## config.mk

```make
export PLATFORM = sky130hd
export DESIGN_NAME = cla_serial_adder
export DESIGN_NICKNAME = d
export VERILOG_FILES = /design/src/rtl/cla_pkg.sv /design/src/rtl/cla_group.sv /design/src/rtl/fulladder.sv /design/src/rtl/cla_serial_adder.sv
export SDC_FILE = /design/constraint.sdc
export NUM_CORES = 1
export LEC_CHECK = 0
export CAP_MARGIN = 25
export CORE_AREA = 4 4 78 80
export DETAILED_ROUTE_END_ITERATION = 6
export DIE_AREA = 0 0 82 84
export PLACE_DENSITY = 0.77
export SYNTH_ARGS = -nofsm -noshare
export SYNTH_HDL_FRONTEND = slang
export SYNTH_SLANG_ARGS = --single-unit
```

## constraint.sdc

```tcl
create_clock -name clk -period 2.55 [get_ports clk]
set_input_delay 0.6375 -clock clk [delete_from_list [all_inputs] [get_ports clk]]
set_output_delay 0.6375 -clock clk [all_outputs]
set_load 0.02 [all_outputs]
```

## src/rtl/cla_pkg.sv

```systemverilog
// Shared definitions for the multi-cycle carry-lookahead adder.
//   - FSM state encoding (IDLE / ADD / DONE)
//   - default operand width and slice width
package cla_pkg;

  localparam int unsigned CLA_WIDTH = 16;
  localparam int unsigned CLA_GROUP = 4;

  typedef logic [1:0] cla_state_t;

  localparam cla_state_t S_IDLE = 2'd0;
  localparam cla_state_t S_ADD  = 2'd1;
  localparam cla_state_t S_DONE = 2'd2;

endpackage

```

## src/rtl/cla_group.sv

```systemverilog
// One GROUP-bit carry-lookahead slice, purely combinational.
//   a, b  : slice operands
//   cin   : carry into the slice LSB
//   sum   : slice sum
//   cout  : carry out of the slice MSB
//   cmsb  : carry into the slice MSB (used for signed overflow)
module cla_group #(
  parameter int unsigned GROUP = 4
) (
  input  logic [GROUP-1:0] a,
  input  logic [GROUP-1:0] b,
  input  logic             cin,
  output logic [GROUP-1:0] sum,
  output logic             cout,
  output logic             cmsb
);

  logic [GROUP-1:0] p;
  logic [GROUP-1:0] g;
  logic [GROUP:0]   c;

  for (genvar i = 0; i < GROUP; i++) begin : g_fa
    fulladder u_fa (
      .a (a[i]),
      .b (b[i]),
      .c (c[i]),
      .s (sum[i]),
      .p (p[i]),
      .g (g[i])
    );
  end

  // Each carry is a flat sum of products over g/p and the slice carry-in:
  //   c[i+1] = g[i] | p[i]g[i-1] | ... | p[i]..p[0]cin
  // Every product term is built from primary p/g only, never from c[i].
  always_comb begin
    logic term;
    logic acc;
    c    = '0;
    term = 1'b0;
    acc  = 1'b0;
    c[0] = cin;
    for (int unsigned i = 0; i < GROUP; i++) begin
      term = cin;
      for (int unsigned k = 0; k <= i; k++) term = term & p[k];
      acc = term;
      for (int unsigned j = 0; j <= i; j++) begin
        term = g[j];
        for (int unsigned k = j + 1; k <= i; k++) term = term & p[k];
        acc = acc | term;
      end
      c[i+1] = acc;
    end
  end

  assign cout = c[GROUP];
  assign cmsb = c[GROUP-1];

endmodule

```

## src/rtl/fulladder.sv

```systemverilog
// Single-bit full adder cell exposing propagate/generate for lookahead use.
//   a, b : operand bits
//   c    : carry in
//   s    : sum bit (a ^ b ^ c)
//   p    : propagate (a | b)
//   g    : generate  (a & b)
module fulladder (
  input  logic a,
  input  logic b,
  input  logic c,
  output logic s,
  output logic p,
  output logic g
);

  assign s = a ^ b ^ c;
  assign p = a | b;
  assign g = a & b;

endmodule

```

## src/rtl/cla_serial_adder.sv

```systemverilog
// Multi-cycle adder: sums two WIDTH-bit operands GROUP bits per clock using
// a lookahead slice and a registered carry between slices.
//   clk, rst_n               : clock, synchronous active-low reset
//   start_valid/start_ready  : request handshake; a, b, cin sampled on accept
//   done_valid/done_ready    : result handshake
//   sum                      : registered WIDTH-bit sum
//   cout                     : carry out of bit WIDTH-1 (unsigned)
//   overflow                 : two's-complement overflow
module cla_serial_adder
  import cla_pkg::*;
#(
  parameter int unsigned WIDTH = CLA_WIDTH,
  parameter int unsigned GROUP = CLA_GROUP
) (
  input  logic             clk,
  input  logic             rst_n,
  input  logic             start_valid,
  output logic             start_ready,
  input  logic [WIDTH-1:0] a,
  input  logic [WIDTH-1:0] b,
  input  logic             cin,
  output logic             done_valid,
  input  logic             done_ready,
  output logic [WIDTH-1:0] sum,
  output logic             cout,
  output logic             overflow
);

  localparam int unsigned NSLICE = WIDTH / GROUP;
  localparam int unsigned CW     = (NSLICE > 1) ? $clog2(NSLICE) : 1;
  localparam logic [CW-1:0] LAST = CW'(NSLICE - 1);

  cla_state_t       state;
  logic [CW-1:0]    cnt;
  logic [WIDTH-1:0] opa;
  logic [WIDTH-1:0] opb;
  logic             carry;

  logic [GROUP-1:0] slice_a;
  logic [GROUP-1:0] slice_b;
  logic [GROUP-1:0] slice_sum;
  logic             slice_cout;
  logic             slice_cmsb;

  assign slice_a = opa[cnt*GROUP +: GROUP];
  assign slice_b = opb[cnt*GROUP +: GROUP];

  cla_group #(
    .GROUP (GROUP)
  ) u_group (
    .a    (slice_a),
    .b    (slice_b),
    .cin  (carry),
    .sum  (slice_sum),
    .cout (slice_cout),
    .cmsb (slice_cmsb)
  );

  // Handshake outputs depend on registered state only.
  assign start_ready = (state == S_IDLE);
  assign done_valid  = (state == S_DONE);

  always_ff @(posedge clk) begin
    if (!rst_n) begin
      state    <= S_IDLE;
      cnt      <= '0;
      opa      <= '0;
      opb      <= '0;
      carry    <= 1'b0;
      sum      <= '0;
      cout     <= 1'b0;
      overflow <= 1'b0;
    end else begin
      case (state)
        S_IDLE: begin
          if (start_valid) begin
            opa   <= a;
            opb   <= b;
            carry <= cin;
            cnt   <= '0;
            state <= S_ADD;
          end
        end
        S_ADD: begin
          sum[cnt*GROUP +: GROUP] <= slice_sum;
          carry                   <= slice_cout;
          if (cnt == LAST) begin
            cout     <= slice_cout;
            // Carry into the final slice MSB is the carry into bit WIDTH-1.
            overflow <= slice_cmsb ^ slice_cout;
            state    <= S_DONE;
          end else begin
            cnt <= cnt + 1'b1;
          end
        end
        S_DONE: begin
          if (done_ready) state <= S_IDLE;
        end
        default: state <= S_IDLE;
      endcase
    end
  end

endmodule
```

==> reports/summary.md <==
* **run status** finished clean
* **ratio of cells with drive above 1 in the final layout** 6.340%
* **CTS clock-pin slew for the worst setup and hold paths** 0.09 ns
* **antenna-violating nets left** 0
* **DIE WIDTH** 82 um
* **clock tree from TritonCTS** yes
* **1st-pass router iterations** 4
* **chain of cells forming the critical path** buf_4 -> mux4_2 -> inv_1 -> ha_1 -> inv_1 -> a21oi_1 -> o31a_1 -> xor2_1 -> o21ai_0
* **site row count** 27
* **Worst setup SP type** flip-flop
* **share of the clock period used by the worst path after layout** 91.64%
* **setup repair bufs after CTS** 0
* **buffer depth of the longest clock path** 2
* **required time at the endpoint of the critical path** 2.73 ns
* **Port Buf Inserts** 56
* **post-synthesis instance area** 2601 sq um
* **initial antenna violation count** 0
* **final WL** 5.673 mm
* **leakage power** 0.001269 uW
* **antenna diode instance count** 0
* **htree depth** 2
* **area of combinational cells with multiple inputs** 1389 sq um
* **area used by sequential logic in the layout** 1101 sq um
* **overall via count from detail_route** 2157
* **clock network latency to the later pin of the worst-skew pair** 0.30 ns
* **starting density of the core** 48.13%
* **fraction of synthesis flops using an asynchronous set or reset pin** 0%
* **first-iteration detailed-routing DRC count** 147
* **final setup skew** 0.007640 ns
* **top flip-flop cell by instance count after synthesis** dfxtp_1
* **Layout fillers** 472
* **number of buffers created by CTS** 5
* **post-cts sizing count** 0
* **final-stage net count** 398
* **total clock sinks** 55
* **I/O pin total** 57
* **GRT Total Usage** 17.33%
* **Slew Limit Headroom** 72.41%
* **Crit path top cell by count** inv_1
* **instance area at placement** 3251 sq um
* **last weighted congestion value of the routability-driven placer** 0.8819
* **number of warnings issued by yosys** 0
* **Max-cap violations** 0
* **sequential area share after synthesis** 42.33%
* **VDD IR-drop max** 0.3107 mV
* **first-pass GRT wire length** 9.397 mm
* **endpoints failing hold** 0
* **Root Buffer Master** clkbuf_8
* **peak per-stage delay on the critical path** 0.55 ns
* **slowest CP cell** mux4_2
* **actual transition at the worst max-transition pin** 0.4110 ns
* **maximum achievable frequency** 0.4279 GHz
* **Arrival @ worst endpoint** 2.52 ns
* **WS Path Type** flip-flop to flip-flop
* **Synth Area per Inst** 8.908 sq um
* **pin count of the biggest net entering global routing** 63
* **via count of the first global-routing pass** 2083
* **total negative slack** 0 ns
* **number of nets produced by synthesis** 344
* **Finished Cell Area** 3332 sq um
* **Routed wire per std cell** 13.54 um
* **number of storage elements in the synthesis netlist** 55
* **number of different library cells in the post-synthesis netlist** 31
* **number of synthesized flops with an enable pin** 0
* **growth of design area from synthesis to finish** 28.09%
* **hold buffer count at CTS** 0
* **category of the worst setup path capture point** flip-flop
* **grt ovf** 0
* **count of endpoints failing setup in the final report** 0
* **Final Slew Violations** 0
* **HPWL after detailed placement** 4.294 mm
* **setup repair after global routing missed its margin** false
* **ratio of total power to cell area** 502.1 nW/um^2
* **top fanout value on the critical path** 8
* **area inside the core boundary** 5405 sq um
* **number of DRC violations after detailed routing** 0
* **vias per std cell** 5.148
* **Die Outline Area** 6888 sq um
* **Die Y** 84 um
* **cells after synthesis** 292
* **type of the most critical hold path** flip-flop to flip-flop
* **clock period minus final worst setup slack** 2.337 ns
[cells by family (layout without fill, tap and decap cells)]
kind of cell | Yosys count | in the layout | share of synthesized area (%)
and+or+nand+nor | 123 | 123 | 21.74
AOI/OAI and AO/OA | 60 | 60 | 16.21
buffers and inverters | 28 | 83 | 4.281
adders and majority gates | 15 | 15 | 7.504
DFF | 55 | 55 | 42.33
muxes | 8 | 8 | 6.926
xor gates and xnor gates | 3 | 3 | 1.010
[synthesized netlist by cell type, types with 3 or more instances]
cell type | instances | share of area [%]
o21ai_0 | 8 | 1.5
mux4_2 | 8 | 6.9
nor2b_1 | 15 | 3.6
buf_1 | 3 | 0.43
clkbuf_1 | 8 | 1.2
a21oi_1 | 5 | 0.96
dfxtp_1 | 55 | 42
nand2_1 | 77 | 11
ha_1 | 14 | 6.7
a21boi_0 | 32 | 9.2
and4_1 | 3 | 1.0
buf_2 | 5 | 0.96
nor2_1 | 7 | 1.0
nand3_1 | 10 | 1.9
inv_1 | 12 | 1.7
a22oi_1 | 10 | 2.9
[report_power, final]
part / switching (uW) / internal [uW]
logic: 143 / 147
registers: 26.5 / 897
clock network: 266 / 194
[layout make-up]
type | count | share of cell area [%]
clock buffers | 7 | 2.291
repair buffers | 63 | 18.78
flip-flops and latches | 55 | 33.05
inverters | 12 | 1.352
well taps | 72 | 2.704
multi-input cells | 209 | 41.68
clock inverters | 1 | 0.1502
[layer usage]
metal	vias up	track usage [%]	wire [um]
met5	-	0	0
met4	0	5.589	83
met3	9	4.212	351
met2	61	28.14	2680
met1	1001	22.26	2557
li1	1086	-	-
[flip-flops by register name, summed over array words and instances, names as in the netlist]
register	count
opa	16
state	2
overflow	1
cnt	2
carry	1
sum	16
cout	1
opb	16
[worst paths after layout]
check / from / endpoint / slack [ns] / depth (start not counted)
worst min register to register: sum[2] / sum[2] / 0.46 / 2
worst max-delay path: cnt[0] / sum[11] / 0.21 / 9
worst min-delay path: sum[2] / sum[2] / 0.46 / 2
worst max register to register: cnt[0] / sum[11] / 0.21 / 9
[through the flow]
stage / std cells / util, % / hold slack, ns / setup slack [ns] / power (uW)
6_report: 419 / 61.64 / 0.4555 / 0.2133 / 1673
5_1_grt: 419 / 61.64 / 0.4726 / 0.07097 / 1755
4_1_cts: 419 / 61.64 / 0.4604 / 0.2229 / 1686
3_5_place_dp: 411 / 60.14 / 0.4461 / 0.2413 / 1234
3_3_place_gp: 411 / 60.14 / 0.4421 / 0.3390 / 1225
2_1_floorplan: 292 / - / 0.4402 / 0.2771 / 1111
[cells in the final DEF (no fill, tap or decap), types with 6 or more instances in the layout]
| cell | Yosys | layout |
|---|---|---|
| nand3_1 | 10 | 10 |
| inv_1 | 12 | 12 |
| nand2_1 | 77 | 77 |
| clkdlybuf4s50_1 | 0 | 56 |
| mux4_2 | 8 | 8 |
| o21ai_0 | 8 | 8 |
| a21boi_0 | 32 | 32 |
| nor2_1 | 7 | 7 |
| a22oi_1 | 10 | 10 |
| ha_1 | 14 | 14 |
| dfxtp_1 | 55 | 55 |
| nor2b_1 | 15 | 15 |
| buf_4 | 0 | 6 |
[critical path: cells and delay by family, from the launching register on]
kind	cells	cell delay, ns
multiplexers	1	0.55
buffers and inverters	3	0.32
flip-flops	1	0.33
adder cells (fa/ha/maj)	1	0.16
AO/OA/AOI/OAI	3	0.57
XOR/XNOR	1	0.30
(Power assumes the default switching activity.)
